## src/rtl/game_pkg.sv

```systemverilog
// Shared constants and types for the VGA shooter blocks: HID key codes,
// screen geometry, fire FSM states and the pixel coordinate type.
package game_pkg;

    localparam logic [7:0] KEY_LEFT  = 8'd80;
    localparam logic [7:0] KEY_RIGHT = 8'd79;
    localparam logic [7:0] KEY_FIRE  = 8'd44;

    localparam int SCREEN_W = 640;
    localparam int SCREEN_H = 480;

    typedef enum logic [1:0] {
        READY,
        FIRE,
        COOLDOWN
    } fire_state_t;

    typedef logic [9:0] pix_t;

endpackage

```

## src/rtl/frame_tick_gen.sv

```systemverilog
// Rising-edge detector on the frame clock: frame_tick is high for exactly one
// Clk cycle after frame_clk goes from 0 to 1. Shared by enemy/projectile logic.
module frame_tick_gen (
    input  logic Clk,
    input  logic Reset,
    input  logic frame_clk,
    output logic frame_tick
);

    logic frame_clk_d_q;

    always_ff @(posedge Clk) begin
        if (Reset) begin
            frame_clk_d_q <= 1'b0;
        end else begin
            frame_clk_d_q <= frame_clk;
        end
    end

    assign frame_tick = frame_clk & ~frame_clk_d_q;

endmodule

```

## src/rtl/player_ctrl.sv

```systemverilog
// Player controller: key decode, per-frame clamped movement, sprite hit test
// and cooldown-gated fire FSM. Optional acceleration under PLAYER_ACCEL_EN.
module player_ctrl
    import game_pkg::*;
#(
    parameter int NUM_KEYS        = 2,
    parameter int WIDTH           = 16,
    parameter int HEIGHT          = 8,
    parameter int Y_TOP           = 436,
    parameter int X_MIN           = 0,
    parameter int X_MAX           = 639,
    parameter int STEP            = 2,
    parameter int MAX_STEP        = 6,
    parameter int COOLDOWN_FRAMES = 15
) (
    input  logic                    Clk,
    input  logic                    Reset,
    input  logic                    frame_clk,
    input  logic [8*NUM_KEYS-1:0]   keycodes,
    input  pix_t                    DrawX,
    input  pix_t                    DrawY,
    input  logic                    shot_busy,
    output logic                    is_player,
    output pix_t                    player_X_Pos,
    output pix_t                    player_Y_Pos,
    output logic                    shot_fire,
    output pix_t                    shot_X,
    output logic                    fire_ready
);

    localparam int XR    = X_MAX - WIDTH + 1;
    localparam int X_RST = (X_MIN + X_MAX + 1 - WIDTH) / 2;
    localparam int CNT_W = $clog2(COOLDOWN_FRAMES + 1);

    localparam logic signed [10:0] X_MIN_S = 11'(X_MIN);
    localparam logic signed [10:0] XR_S    = 11'(XR);

    logic frame_tick;

    frame_tick_gen u_tick (
        .Clk        (Clk),
        .Reset      (Reset),
        .frame_clk  (frame_clk),
        .frame_tick (frame_tick)
    );

    logic left_p, right_p, fire_p;

    always_comb begin
        left_p  = 1'b0;
        right_p = 1'b0;
        fire_p  = 1'b0;
        for (int k = 0; k < NUM_KEYS; k++) begin
            if (keycodes[8*k +: 8] == KEY_LEFT)  left_p  = 1'b1;
            if (keycodes[8*k +: 8] == KEY_RIGHT) right_p = 1'b1;
            if (keycodes[8*k +: 8] == KEY_FIRE)  fire_p  = 1'b1;
        end
    end

    pix_t                x_q, x_d;
    logic                mv_left, mv_right;
    logic                clamp_l, clamp_r;
    logic signed [10:0]  x_ext, step_s, x_raw_l, x_raw_r;

    assign mv_left  = left_p & ~right_p;
    assign mv_right = right_p & ~left_p;
    assign x_ext    = signed'({1'b0, x_q});

`ifdef PLAYER_ACCEL_EN
    logic signed [10:0] speed_q, speed_d;
    logic [1:0]         dir_q, dir_d;

    // Speed only carries over when the previous tick moved the same way.
    assign dir_d  = {mv_right, mv_left};
    assign step_s = (dir_d != 2'b00 && dir_d == dir_q) ? speed_q : 11'(STEP);

    always_comb begin
        speed_d = 11'(STEP);
        if ((mv_left && !clamp_l) || (mv_right && !clamp_r)) begin
            speed_d = (step_s >= 11'(MAX_STEP)) ? 11'(MAX_STEP) : step_s + 11'sd1;
        end
    end

    always_ff @(posedge Clk) begin
        if (Reset) begin
            speed_q <= 11'(STEP);
            dir_q   <= 2'b00;
        end else if (frame_tick) begin
            speed_q <= speed_d;
            dir_q   <= dir_d;
        end
    end
`else
    assign step_s = 11'(STEP);
`endif

    // Signed 11-bit math keeps X - step from wrapping below zero.
    assign x_raw_l = x_ext - step_s;
    assign x_raw_r = x_ext + step_s;
    assign clamp_l = (x_raw_l <= X_MIN_S);
    assign clamp_r = (x_raw_r >= XR_S);

    always_comb begin
        x_d = x_q;
        if (mv_left) begin
            x_d = clamp_l ? pix_t'(X_MIN) : x_raw_l[9:0];
        end else if (mv_right) begin
            x_d = clamp_r ? pix_t'(XR) : x_raw_r[9:0];
        end
    end

    always_ff @(posedge Clk) begin
        if (Reset) begin
            x_q <= pix_t'(X_RST);
        end else if (frame_tick) begin
            x_q <= x_d;
        end
    end

    fire_state_t       state_q, state_d;
    logic [CNT_W-1:0]  cnt_q, cnt_d;

    always_comb begin
        state_d = state_q;
        cnt_d   = cnt_q;
        case (state_q)
            READY: begin
                if (frame_tick && fire_p && !shot_busy) state_d = FIRE;
            end
            FIRE: begin
                state_d = COOLDOWN;
                cnt_d   = CNT_W'(COOLDOWN_FRAMES - 1);
            end
            COOLDOWN: begin
                // Going straight to FIRE at cnt = 0 keeps held-fire period at COOLDOWN_FRAMES.
                if (frame_tick) begin
                    if (cnt_q == '0) begin
                        state_d = (fire_p && !shot_busy) ? FIRE : READY;
                    end else begin
                        cnt_d = cnt_q - 1'b1;
                    end
                end
            end
            default: state_d = READY;
        endcase
    end

    always_ff @(posedge Clk) begin
        if (Reset) begin
            state_q <= READY;
            cnt_q   <= '0;
        end else begin
            state_q <= state_d;
            cnt_q   <= cnt_d;
        end
    end

    logic [10:0] dx_ext, xq_ext;
    assign dx_ext = {1'b0, DrawX};
    assign xq_ext = {1'b0, x_q};

    assign is_player = (dx_ext >= xq_ext) && (dx_ext <= xq_ext + 11'(WIDTH - 1)) &&
                       (DrawY >= pix_t'(Y_TOP)) && (DrawY <= pix_t'(Y_TOP + HEIGHT - 1));

    assign player_X_Pos = x_q;
    assign player_Y_Pos = pix_t'(Y_TOP);
    assign shot_fire    = (state_q == FIRE);
    assign shot_X       = shot_fire ? x_q + pix_t'(WIDTH / 2) : '0;
    assign fire_ready   = (state_q == READY);

endmodule

```

## config.mk

```make
export PLATFORM = sky130hd
export DESIGN_NAME = player_ctrl
export DESIGN_NICKNAME = d
export VERILOG_FILES = /design/src/rtl/game_pkg.sv /design/src/rtl/frame_tick_gen.sv /design/src/rtl/player_ctrl.sv
export SDC_FILE = /design/constraint.sdc
export NUM_CORES = 1
export LEC_CHECK = 0
export CAP_MARGIN = 15
export CORE_ASPECT_RATIO = 0.9
export CORE_UTILIZATION = 31
export DETAILED_ROUTE_END_ITERATION = 12
export HOLD_SLACK_MARGIN = 0.15
export MAX_ROUTING_LAYER = met4
export SYNTH_ARGS = -nofsm -noshare
export SYNTH_HDL_FRONTEND = slang
export SYNTH_HIERARCHICAL = 1
export SYNTH_SLANG_ARGS = --single-unit
```

## constraint.sdc

```tcl
create_clock -name Clk -period 3 [get_ports Clk]
set_input_delay 0.3 -clock Clk [delete_from_list [all_inputs] [get_ports Clk]]
set_output_delay 0.3 -clock Clk [all_outputs]
set_load 0.03 [all_outputs]
```

-- Yosys cells after proc, flatten, opt, wreduce, memory -nomap -nowiden
Index checks and enable logic that the tools add are counted.
- register bits after elaboration: 17
- logic and storage cells: 66
- output and inout bits: 33
- bits of input ports: 40
- multiplexer cells: 19
- add/subtract/negate cells: 5
- $lt $le $gt $ge: 6
- reductions and logical operators: 14
- equality and inequality tests: 12
- bitwise logic cells: 6
- operators with widths (cell ; number):
    $mux 10 ; 5
    $eq 8x7->1 const B ; 4
    $eq 8x6->1 const B ; 2
    $add 10x2->11 const B ; 1
    $add 10x4->11 const B ; 1
    $ge 11x11->1 const B ; 1
    $le 10x11->1 ; 1
    $le 11x1->1 const B ; 1
    $sub 10x2->11 const B ; 1
    $add 10x4->10 const B ; 1
    $ge 10x10->1 ; 1
    $ge 10x9->1 const B ; 1
    $le 10x9->1 const B ; 1
    $mux 4 ; 2
    $pmux 4 s2 ; 1
    $mux 1 ; 7
    $logic_and 1x1->1 ; 6
    $mux 2 ; 3
    $ne 2x2->1 const B ; 3
    $pmux 2 s3 ; 1
    $reduce_and 3->1 ; 2
    $logic_not 4->1 ; 1
    $reduce_bool 2->1 ; 2
    $sub 4x1->4 const B ; 1
    other kinds (8) ; 12

-- Longest topological paths before layout
- depth after elaboration: 8
- gate-level depth with buffers: 12
- mapped depth without buffers: 11

-- Modules after synthesis
Netlist, hierarchy kept.
- by module, submodules not included (module ; area each (sq um) ; cells an instance ; times used):
    player_ctrl ; 2064.5 ; 285 ; 1
    frame_tick_gen ; 47.5 ; 3 ; 1

-- Worst setup path after synthesis
Ideal clock, no wire load.
- kind: register to output
- from: register x_q[3] (netlist: player_X_Pos[3])
- to: output is_player
- required time: 2.700 ns
- data arrival time: 3.288 ns
- path slack: -0.588 ns
- cell stages (with the launch flop): 11
- path buffers: 1
- cell sequence: dfxtp_1 -> clkbuf_1 -> inv_1 -> ha_1 -> a21oi_1 -> xnor2_1 -> ha_1 -> a21o_1 -> a2111oi_0 -> o21ai_0 -> a221oi_1
- longest elaborated chain between the ends: 5
- elaborated cells on any way between the ends: 6
- those cells by class: add/sub: 1; order compare: 2; reduce/logical: 3
- ends and longest elaborated chain (item ; RTL line ; RTL):
    start, declared ; player_ctrl.sv:60 ; pix_t x_q, x_d;
    start signal, assigned ; player_ctrl.sv:114 ; x_q <= pix_t'(X_RST);
    $add 10x4->11 ; player_ctrl.sv:162 ; assign is_player = (dx_ext >= xq_ext) && (dx_ext <= xq_ext + 11'(WIDTH - 1)) &&
    $le 10x11->1 ; player_ctrl.sv:162 ;
    $logic_and 1x1->1 * (2 in series) ; player_ctrl.sv:162 ;
    $logic_and 1x1->1 * ; player_ctrl.sv:163 ; (DrawY >= pix_t'(Y_TOP)) && (DrawY <= pix_t'(Y_TOP + HEIGHT - 1));
    end, declared ; player_ctrl.sv:23 ; output logic is_player,
Mark *: on every way between the ends. The rest lies on a longest branch, timed or not.

-- Worst setup path after layout
Ends and elaborated chain as after synthesis.

==> results.cfg <==
[synthesis]
synthFlopType = dfxtp_1
synthArstFlopShare_pct = 0
netlist_top_cells_area = ha_1, dfxtp_1, xnor2_1, o21ai_0, nor2_1
synth.top_cells.by_count = ha_1, nor2_1, o21ai_0
synthCells = 288
synth_area_leader_cell = ha_1
synth_most_common_cell = ha_1
avgSynthCellArea_sq_um = 7.33
syn_area_sq_um = 2110
yosysWarnings = 6
yosysSeqAreaShare_pct = 15.2
synth_seq_cells = 16
synth_top_area_share_pct = 15.4
synth_edf_count = 0
synth.distinct_cells = 54

[clock_network]
cts_buffer_depth = 2
ctsHoldBuffers = 0
cts-root-buf = clkbuf_8
clkLatencyLatePin_ns = 0.26
cts.htree.levels = 1
numCtsBuffers = 3
cts.clk_slew.worst_paths_ns = 0.07
clkSinkCount = 16
cts_tree = yes

[floorplan]
dieHeight_microns = 80.3
start_util_pct = 32.1
rows = 28
coreArea_sq_um = 6590
ios = 73
die_area_sq_um = 7150
dieWidth_microns = 89.0

[place]
dp_cells = 442
hpwl_microns = 5020
gp_congestion = 0.940
portBuffers = 58
placed_area_sq_um = 2870

[timing]
skew_ns = 0.00590
hold_viol_final = 0
finalSetupViolations = 0
fmax_mhz = 348
max_slew_margin_pct = 59.7
maxSlewViolCount = 0
min_period_over_period_pct = 95.7
layout_min_cycle_time_ns = 2.87
worst_pin_slew_ns = 0.604

[cells_and_area]
post-route-util_pct = 45.4
diodes = 0
layout.cells.non_filler = 447
regArea_sq_um = 332
fill_cells = 680
multi_input_area_sq_um = 1670
post-route-cell-area_sq_um = 2990
fin_nets = 424
area_growth_pct = 41.6
drive_above_1_share_pct = 14.0

[grt]
grt_pass1_vias = 2121
grt_pass1_wl_microns = 10000
antenna_found_initial = 0
grt_max_degree = 13
grt_overflow_total = 0
grt_usage_pct = 18.6

[drt]
wl_per_cell_microns = 14.7
drt_iter0_drc = 108
vias = 2322
ant_nets = 0
vias_per_cell = 5.19
wl_microns = 6560
drc = 0
drt_pre_antenna_iters = 4

[setup_path]
crit_path_start_kind = flip-flop
critical_path_class = reg2out
cp.required_ns = 2.70
cp-end-kind = output port
crit_fanout = 7
arrival_ns = 2.57

[power]
powerDensity_nw_per_um2 = 192
max-vdd-ir-drop_mv = 0.110
leakage_nw = 1.13

[run]
drv_cap = 0

[status]
status = complete, no violations

[min_path]
hp-class = reg2reg
## area by class of cell
cell class / instances / area share, %
timing repair buffer: 81 / 25.1
multi-input combinational: 238 / 56.0
inverter: 18 / 2.26
sequential: 16 / 11.1
tap: 90 / 3.76
clock buffer: 4 / 1.84
## state kept, by name (all words and copies together) (netlist names)
signal	flops
player_X_Pos	9
cnt_q	4
state_q	2
u_tick/frame_clk_d_q	1
## through the flow
stage	hold WS (ns)	power, W	worst slack [ns]	TNS [ns]
after floorplan	0.364	0.000306	0.00848	0
after global placement	0.531	0.000368	0.206	0
after CTS	0.567	0.000576	0.0106	0
after global routing	0.605	0.000603	-0.0168	-0.0168
final	0.568	0.000574	0.128	0
after detailed placement	0.549	0.000369	0.107	0
## critical path: stages, from the launching register on
cell	delay, ns
dfxtp_4	0.39
inv_1	0.08
ha_2	0.20
a21oi_2	0.18
buf_4	0.14
nor2_1	0.04
xnor2_1	0.12
ha_1	0.32
nand4b_1	0.11
o32ai_2	0.21
a31oi_1	0.08
a221oi_2	0.24
buf_4	0.20
## repair_timing
action | in CTS | in global routing
resized for setup | 3 | 12
setup buffers | 0 | 1
pin swaps | 0 | 6
setup endpoints to repair | 1 | 1
## placed cells by master (no fill, tap or decap), types with 3 or more instances in the layout
cell type / count
a21oi_1: 9
clkbuf_8: 4
or3_1: 5
nand2_1: 16
nand3_1: 16
and2_1: 3
o21a_1: 4
conb_1: 12
nand4_1: 4
nor2b_1: 5
nand4b_1: 4
nor2_1: 25
dfxtp_2: 3
o311ai_0: 3
nor3_1: 14
inv_1: 18
clkdlybuf4s50_1: 57
buf_4: 24
xnor2_1: 17
o211ai_1: 4
o21ai_0: 18
dfxtp_1: 11
ha_1: 24
a21o_1: 3
nor4b_1: 3
## report_power, final
part	switching, W	total [W]	internal (W)
clock network	0.0000832	0.000200	0.000117
logic	0.0000778	0.000158	0.0000804
registers	0.00000265	0.000216	0.000213
total	0.000164	0.000574	0.000410
## kinds of logic (layout without fill, tap and decap cells)
| kind of cell | count (synthesis) | count (layout) | share of synthesized area, % |
|---|---|---|---|
| AOI/OAI and AO/OA | 69 | 69 | 22.1 |
| xor gates and xnor gates | 18 | 18 | 7.46 |
| adders and majority gates | 26 | 26 | 15.4 |
| buffers and inverters | 44 | 103 | 10.1 |
| DFF | 16 | 16 | 15.2 |
| other | 2 | 12 | 0.356 |
| and+or+nand+nor | 113 | 113 | 29.4 |
## final timing paths
check | startpoint | slack (ns) | to | depth (start not counted)
hold / removal | cnt_q[0] | 0.57 | cnt_q[0] | 2
setup / recovery | player_X_Pos[3] | 0.13 | is_player | 12
hold reg to reg | cnt_q[0] | 0.57 | cnt_q[0] | 2
setup reg to reg | player_X_Pos[3] | 0.60 | player_X_Pos[3] | 7
## metal layers
layer / up-vias / part of all wire, % / global-route usage [%]
met1: 1042 / 47 / 23.5
met3: 11 / 7.8 / 3.39
li1: 1170 / - / -
met4: 0 / 1.3 / 4.29
met2: 99 / 44 / 30.8
met5: - / 0 / -
Note: power is estimated with default switching activity, not from simulation.
